`src/rtl/fb_pkg.sv`:
```
// rtl/fb_pkg.sv - shared state type and screen constants for the frame draw scheduler
package fb_pkg;

  typedef enum logic [2:0] {
    IDLE,
    CLEAR,
    DRAW_GO,
    DRAW,
    HOLD
  } fds_state_t;

  localparam int   SCREEN_W    = 640;
  localparam int   SCREEN_H    = 480;
  localparam logic COLOR_CLEAR = 1'b0;
  localparam logic COLOR_DRAW  = 1'b1;

endpackage

```
`src/rtl/fb_write_mux.sv`:
```
// rtl/fb_write_mux.sv - registered clear/draw selection onto the framebuffer write port
import fb_pkg::*;

module fb_write_mux #(
  parameter int COORD_W = 11
) (
  input  logic               clk,
  input  logic               reset,
  input  fds_state_t         state,
  input  logic               clr_done,
  input  logic [COORD_W-1:0] clr_x,
  input  logic [COORD_W-1:0] clr_y,
  input  logic               drw_valid,
  input  logic [COORD_W-1:0] drw_x,
  input  logic [COORD_W-1:0] drw_y,
  output logic               fb_we,
  output logic [COORD_W-1:0] fb_x,
  output logic [COORD_W-1:0] fb_y,
  output logic               fb_color
);

  logic               sel_we;
  logic [COORD_W-1:0] sel_x;
  logic [COORD_W-1:0] sel_y;
  logic               sel_color;

  // Pick the source that owns the port; the clr_done cycle carries no pixel.
  always_comb begin
    sel_we    = 1'b0;
    sel_x     = clr_x;
    sel_y     = clr_y;
    sel_color = COLOR_CLEAR;
    case (state)
      CLEAR: begin
        sel_we    = ~clr_done;
        sel_x     = clr_x;
        sel_y     = clr_y;
        sel_color = COLOR_CLEAR;
      end
      DRAW: begin
        sel_we    = drw_valid;
        sel_x     = drw_x;
        sel_y     = drw_y;
        sel_color = COLOR_DRAW;
      end
      default: begin
        sel_we = 1'b0;
      end
    endcase
  end

  // One-cycle registered write stage; address and colour hold when idle.
  always_ff @(posedge clk or posedge reset) begin
    if (reset) begin
      fb_we    <= 1'b0;
      fb_x     <= '0;
      fb_y     <= '0;
      fb_color <= 1'b0;
    end else begin
      fb_we <= sel_we;
      if (sel_we) begin
        fb_x     <= sel_x;
        fb_y     <= sel_y;
        fb_color <= sel_color;
      end
    end
  end

endmodule

```
`src/rtl/frame_draw_scheduler.sv`:
```
// rtl/frame_draw_scheduler.sv - clear, draw and hold sequencing for one animation frame
import fb_pkg::*;

module frame_draw_scheduler #(
  parameter int HOLD_CYCLES = 1000,
  parameter int COORD_W     = 11
) (
  input  logic               clk,
  input  logic               reset,
  input  logic               start,
  input  logic               loop,
  output logic               clr_enable,
  input  logic               clr_done,
  input  logic [COORD_W-1:0] clr_x,
  input  logic [COORD_W-1:0] clr_y,
  output logic               drw_start,
  input  logic               drw_valid,
  input  logic [COORD_W-1:0] drw_x,
  input  logic [COORD_W-1:0] drw_y,
  input  logic               drw_done,
  output logic               fb_we,
  output logic [COORD_W-1:0] fb_x,
  output logic [COORD_W-1:0] fb_y,
  output logic               fb_color,
  output logic               busy,
  output logic [7:0]         frame_count
);

  localparam int HOLD_W = (HOLD_CYCLES > 1) ? $clog2(HOLD_CYCLES) : 1;

  fds_state_t        state;
  fds_state_t        state_n;
  logic [HOLD_W-1:0] hold_cnt;
  logic              hold_last;

  assign hold_last = (hold_cnt == HOLD_W'(HOLD_CYCLES - 1));

  // Control outputs decode straight from the state register, so reset clears them at once.
  assign clr_enable = (state == CLEAR);
  assign drw_start  = (state == DRAW_GO);
  assign busy       = (state != IDLE);

  // State register.
  always_ff @(posedge clk or posedge reset) begin
    if (reset) begin
      state <= IDLE;
    end else begin
      state <= state_n;
    end
  end

  // Next-state logic; each state only looks at the inputs it owns.
  always_comb begin
    state_n = state;
    case (state)
      IDLE:    if (start) state_n = CLEAR;
      CLEAR:   if (clr_done) state_n = DRAW_GO;
      DRAW_GO: state_n = DRAW;
      DRAW:    if (drw_done) state_n = HOLD;
      HOLD:    if (hold_last) state_n = loop ? CLEAR : IDLE;
      default: state_n = IDLE;
    endcase
  end

  // Hold counter runs only inside HOLD and is zero on every entry.
  always_ff @(posedge clk or posedge reset) begin
    if (reset) begin
      hold_cnt <= '0;
    end else if (state == HOLD && !hold_last) begin
      hold_cnt <= hold_cnt + HOLD_W'(1);
    end else begin
      hold_cnt <= '0;
    end
  end

  // Completed-frame counter bumps on the DRAW to HOLD transition and wraps naturally.
  always_ff @(posedge clk or posedge reset) begin
    if (reset) begin
      frame_count <= 8'd0;
    end else if (state_n == HOLD && state != HOLD) begin
      frame_count <= frame_count + 8'd1;
    end
  end

  fb_write_mux #(
    .COORD_W (COORD_W)
  ) u_write_mux (
    .clk       (clk),
    .reset     (reset),
    .state     (state),
    .clr_done  (clr_done),
    .clr_x     (clr_x),
    .clr_y     (clr_y),
    .drw_valid (drw_valid),
    .drw_x     (drw_x),
    .drw_y     (drw_y),
    .fb_we     (fb_we),
    .fb_x      (fb_x),
    .fb_y      (fb_y),
    .fb_color  (fb_color)
  );

endmodule

```
`config.mk`:
```
export PLATFORM = sky130hd
export DESIGN_NAME = frame_draw_scheduler
export DESIGN_NICKNAME = d
export VERILOG_FILES = /design/src/rtl/fb_pkg.sv /design/src/rtl/fb_write_mux.sv /design/src/rtl/frame_draw_scheduler.sv
export SDC_FILE = /design/constraint.sdc
export NUM_CORES = 1
export LEC_CHECK = 0
export CAP_MARGIN = 25
export CELL_PAD_IN_SITES_DETAIL_PLACEMENT = 0
export CELL_PAD_IN_SITES_GLOBAL_PLACEMENT = 1
export CORE_MARGIN = 4
export CORE_UTILIZATION = 29
export CTS_CLUSTER_DIAMETER = 150
export DETAILED_ROUTE_END_ITERATION = 6
export PLACE_DENSITY = 0.86
export SLEW_MARGIN = 0
export SYNTH_ARGS = -nofsm -noshare
export SYNTH_HDL_FRONTEND = slang
export SYNTH_SLANG_ARGS = --single-unit
```
`constraint.sdc`:
```
create_clock -name clk -period 1.42 [get_ports clk]
set_input_delay 0.355 -clock clk [delete_from_list [all_inputs] [get_ports clk]]
set_output_delay 0.355 -clock clk [all_outputs]
set_load 0.02 [all_outputs]
```
; After elaboration in Yosys (flattened, before gate mapping)
; Index checks and enable logic that the tools add are counted.
[op_classes]
n_addsub = 2
n_eq_ne = 7
mux = 11
bitwise_logic = 1
reduce_logical = 5
[ops]
columns = op, n
row1 = $mux W11, 2
row2 = $pmux W3 S5, 1
row3 = $mux W3, 4
row4 = $add A10 B1 Y10 const B, 1
row5 = $eq A10 B10 Y1 const B, 1
row6 = $mux W10, 1
row7 = $add A8 B1 Y8 const B, 1
row8 = $eq A3 B2 Y1 const B, 2
row9 = $eq A3 B3 Y1 const B, 2
row10 = $eq A3 B1 Y1 const B, 1
row11 = $logic_not A3 Y1, 1
row12 = $ne A3 B3 Y1 const B, 1
row13 = $reduce_bool A3 Y1, 1
row14 = $logic_and A1 B1 Y1, 2
row15 = $mux W1, 2
row16 = $pmux W1 S2, 1
row17 = $logic_not A1 Y1, 1
row18 = $not A1 Y1, 1
[totals]
reg_bits = 45
inputBits = 51
out_inout_bits = 35
elab_cells = 33

; Logic depth before layout (Yosys ltp)
[logic_depth]
word_depth = 5
ltp_mapped = 7
ltp_nobuf = 5

; Cells and area by module
; A second synthesis with hierarchy kept.
[hier_totals]
cells_unflattened = 187
area_unflattened_um2 = 2248.4
[modules_own_cells]
columns = module, instances, cells_per_inst, area_per_inst_um2, seq_area_each_um2
row1 = fb_write_mux, 1, 82, 1198.6, 600.6
row2 = frame_draw_scheduler, 1, 105, 1049.8, 525.5

; Least setup slack after synthesis
; Ideal clock, no wire load.
[synth_timing]
path_type = reg2reg
from = reg hold_cnt[0]
to = reg hold_cnt[9]
arrival_time_ps = 1294
path_slack_ps = 2
stages_incl_launch_ff = 6
synth_period_minus_slack_ps = 1418
path_cell_list = dfrtp_1 -> ha_1 -> nand2_1 -> or4b_1 -> nand3_1 -> a21oi_1
[synth_between]
elab_chain_cells = 4
word_cells_on_any_way = 5
classes_between = 1 x add/sub / 1 x eq/ne / 1 x mux / 2 x reduce/logical
[synth_rtl]
columns = element, line_no
row1 = start: declaration, frame_draw_scheduler.sv:33  ; logic [HOLD_W-1:0] hold_cnt;
row2 = start signal: assignment, frame_draw_scheduler.sv:70  ; hold_cnt <= hold_cnt + HOLD_W'(1);
row3 = branches (longest 3 deep; another with $add A10 B1 Y10), -
row4 = $mux W10 (*), frame_draw_scheduler.sv:69  ; end else if (state == HOLD && !hold_last) begin
; Mark *: on every way between the ends.
; A chain may end at the register's enable or synchronous reset.

; Worst setup path in the final report
[layout_timing]
from = reg state[2]
to = out busy
[layout_between]
elab_chain_cells = 1
[layout_rtl]
columns = element, line_no
row1 = start: declaration, frame_draw_scheduler.sv:31  ; fds_state_t state;
row2 = start signal: assignment, frame_draw_scheduler.sv:48  ; state <= state_n;
row3 = $reduce_bool A3 Y1, frame_draw_scheduler.sv:41  ; assign busy = (state != IDLE);
row4 = end: declaration, frame_draw_scheduler.sv:25  ; output logic busy,
; Every way passes these cells.

==> reports/metrics.cfg <==
[run_status]
outcome=finished with violations
violations=negative setup slack

[final_layout]
layout-drive-gt1-share=0.3718
final_cell_mix=50 x clkdlybuf4s50_1, 44 x dfrtp_1, 31 x buf_4, 20 x mux2i_1
n_antenna_cell=0
mostFrequentLayoutCell=clkdlybuf4s50_1
nFillCells=587
final_nets=399
stdcell_count=443
area_growth_pct=90.89
final_core_util=0.5854

[sta]
finalWorstSetupSlack_ps=-192.2
post-route-period-util=1.135
setup_tns_ps=-4046
setup_viol=31
max_slew.worst_pin.slew_ps=269.6
slew_headroom=0.8200
hold_viol=0
period_needed_ps=1612
fmax_mhz=620.3
rsz0062_at_grt=yes
finalMaxSlewViolations=0
fin_worst_skew_ps=7.299

[hold_path]
hold_class=in2async

[die]
start_util=0.3067
die_y_um=93.69
ioPinCount=86
rows=30
die_w_um=93.69
die_area_mm2=0.008778
fp.coreArea_mm2=0.006944

[synthesis]
netlist_area_mm2=0.002130
synth_seq_cells=45
syn-num-nets=264
ys_async_sr_fraction=1.000
synth_area_per_cell_um2=10.09
synth_ff_type=dfrtp_1
yosys_warnings=0
synth_edf_count=0
synthCells=211
synth_cell_types=38
yosysSeqAreaShare=0.5288

[detailed_routing]
dr.pass1.iters=4
ant_nets=0
num_vias=2074
post_drt_wl_per_cell_um=15.30
vias_per_cell=4.682
drc_errors=0
drtIter0Drc=55
routed_wl_um=6778

[worst_setup_path]
cp_data_arrival_time_ps=1260
worst_r2r_endpoint=u_write_mux.fb_y[0]
ff2ff_path_depth=7
cp-start-kind=flop
end_kind=output pin
cp.required_ps=1070
path_max_fanout=4
reg2reg_slack_ps=-180
timing.rr.start=state[1]
crit_type=reg2out

[clock_tree]
ctsHoldBuffers=0
cts_tree=built
clkTransAtPathRegs_ps=80
cts.sinks=45
insertion_delay_ps=290
cts-root-buf=clkbuf_8
clock_path_buffers=2
cts_buffers=5
htreeDepth=2

[placed_design]
dp_slack_ps=-266.4
placed_cells=412
gp_congestion=0.7695
port_buffers=85
dp_hpwl_um=4083

[run]
max_cap_viol_count=0

[grt]
grt_pass1_vias=2155
grt_pass1_wl_um=10520
antenna_found_initial=0
overflow=0
grt_usage=0.1523
grt_start_max_net_pins=46

[pwr]
pwr_density_cell_mw_per_mm2=1839
ir_drop_mv=0.7672
power_leakage_nw=1.908

==> power by group <==
part / leakage [nW] / internal (mW) / switching [mW]
Clock: 0.0450 / 0.342 / 0.423
Sequential: 0.583 / 1.71 / 0.367
Combinational: 1.28 / 2.44 / 2.19
==> cell type report <==
class | instances | area [um2] | area share
clock buffer | 6 | 72.57 | 0.01785
clock inverter | 2 | 10.01 | 0.002462
inverter | 3 | 16.27 | 0.004001
multi-input combinational | 153 | 1247 | 0.3069
sequential | 45 | 1127 | 0.2773
tap | 96 | 120.1 | 0.02955
timing repair buffer | 138 | 1471 | 0.3620
==> cell families (layout without fill, tap and decap cells) <==
family / after synthesis / in the layout / share of synthesized area
fa+ha+maj: 2 / 2 / 0.01175
mux: 22 / 22 / 0.1034
xor+xnor: 12 / 12 / 0.04935
flops: 45 / 45 / 0.5288
buf+inv: 13 / 149 / 0.02879
compound gates: 34 / 34 / 0.08696
simple gates: 83 / 83 / 0.1910
==> stage by stage <==
step | hold slack, ps | instance area, um2 | total power, mW
after CTS | 412.6 | 3754 | 6.849
after floorplan | 473.2 | 2130 | 3.571
after global placement | 461.2 | 3313 | 5.034
after detailed placement | 469.4 | 3313 | 5.105
final | 407.3 | 4065 | 7.474
after global routing | 425.3 | 4065 | 7.955
==> state kept, by name, indices dropped and copies added, names as in the netlist <==
signal / count
frame_count: 8
hold_cnt: 10
state: 3
u_write_mux.fb_color: 1
u_write_mux.fb_we: 1
u_write_mux.fb_x: 11
u_write_mux.fb_y: 11
==> layer usage <==
layer,vias up,global-route usage,routed length (um)
met5,-,0,0
met4,0,0.03369,24
met3,2,0.03446,389
met2,54,0.2643,3582
met1,1006,0.1925,2782
li1,1012,-,-
==> repair_timing <==
| item | CTS | global route |
|---|---|---|
| resized for setup | 97 | 83 |
| setup buffers | 4 | 10 |
| cloned | 9 | 0 |
| setup endpoints to repair | 57 | 45 |
| pin swaps | 19 | 27 |
==> synthesized netlist by cell type, types with 2 or more instances <==
cell type  instances  area (um2)
nand2b_1           2       12.51
dfrtp_1           45        1126
buf_2              4       20.02
mux2i_1           22       220.2
o21ai_1            9       45.04
nand2_1           37       138.9
xnor2_1            8       70.07
inv_1              3       11.26
o21ai_0           14       70.07
nand4_1            4       25.02
buf_4              2       15.01
clkbuf_1           4       15.01
nor4_1             2       12.51
ha_1               2       25.02
a21oi_1            5       25.02
and3_1             3       18.77
a31oi_1            2       12.51
xor2_1             4       35.03
or2_1              2       12.51
nand3_1            9       45.04
nor2_1            11       41.29
==> how the worst max path moves through the flow <==
stage | startpoint | endpoint | slack [ps] | depth (start not counted)
after floorplan | hold_cnt[0] | hold_cnt[9] | 2 | 5
after global placement | state[2] | drw_start | -230 | 3
after detailed placement | clr_done | u_write_mux.fb_y[7] | -270 | 5
after CTS | state[2] | busy | -180 | 2
after global routing | state[2] | busy | -250 | 2
final | state[2] | busy | -190 | 2
==> worst max-delay path, cell delays in order (launching register included) <==
cell and delay (ps):
dfrtp_1 430, or3_4 400, buf_6 140
(Power assumes the default switching activity.)
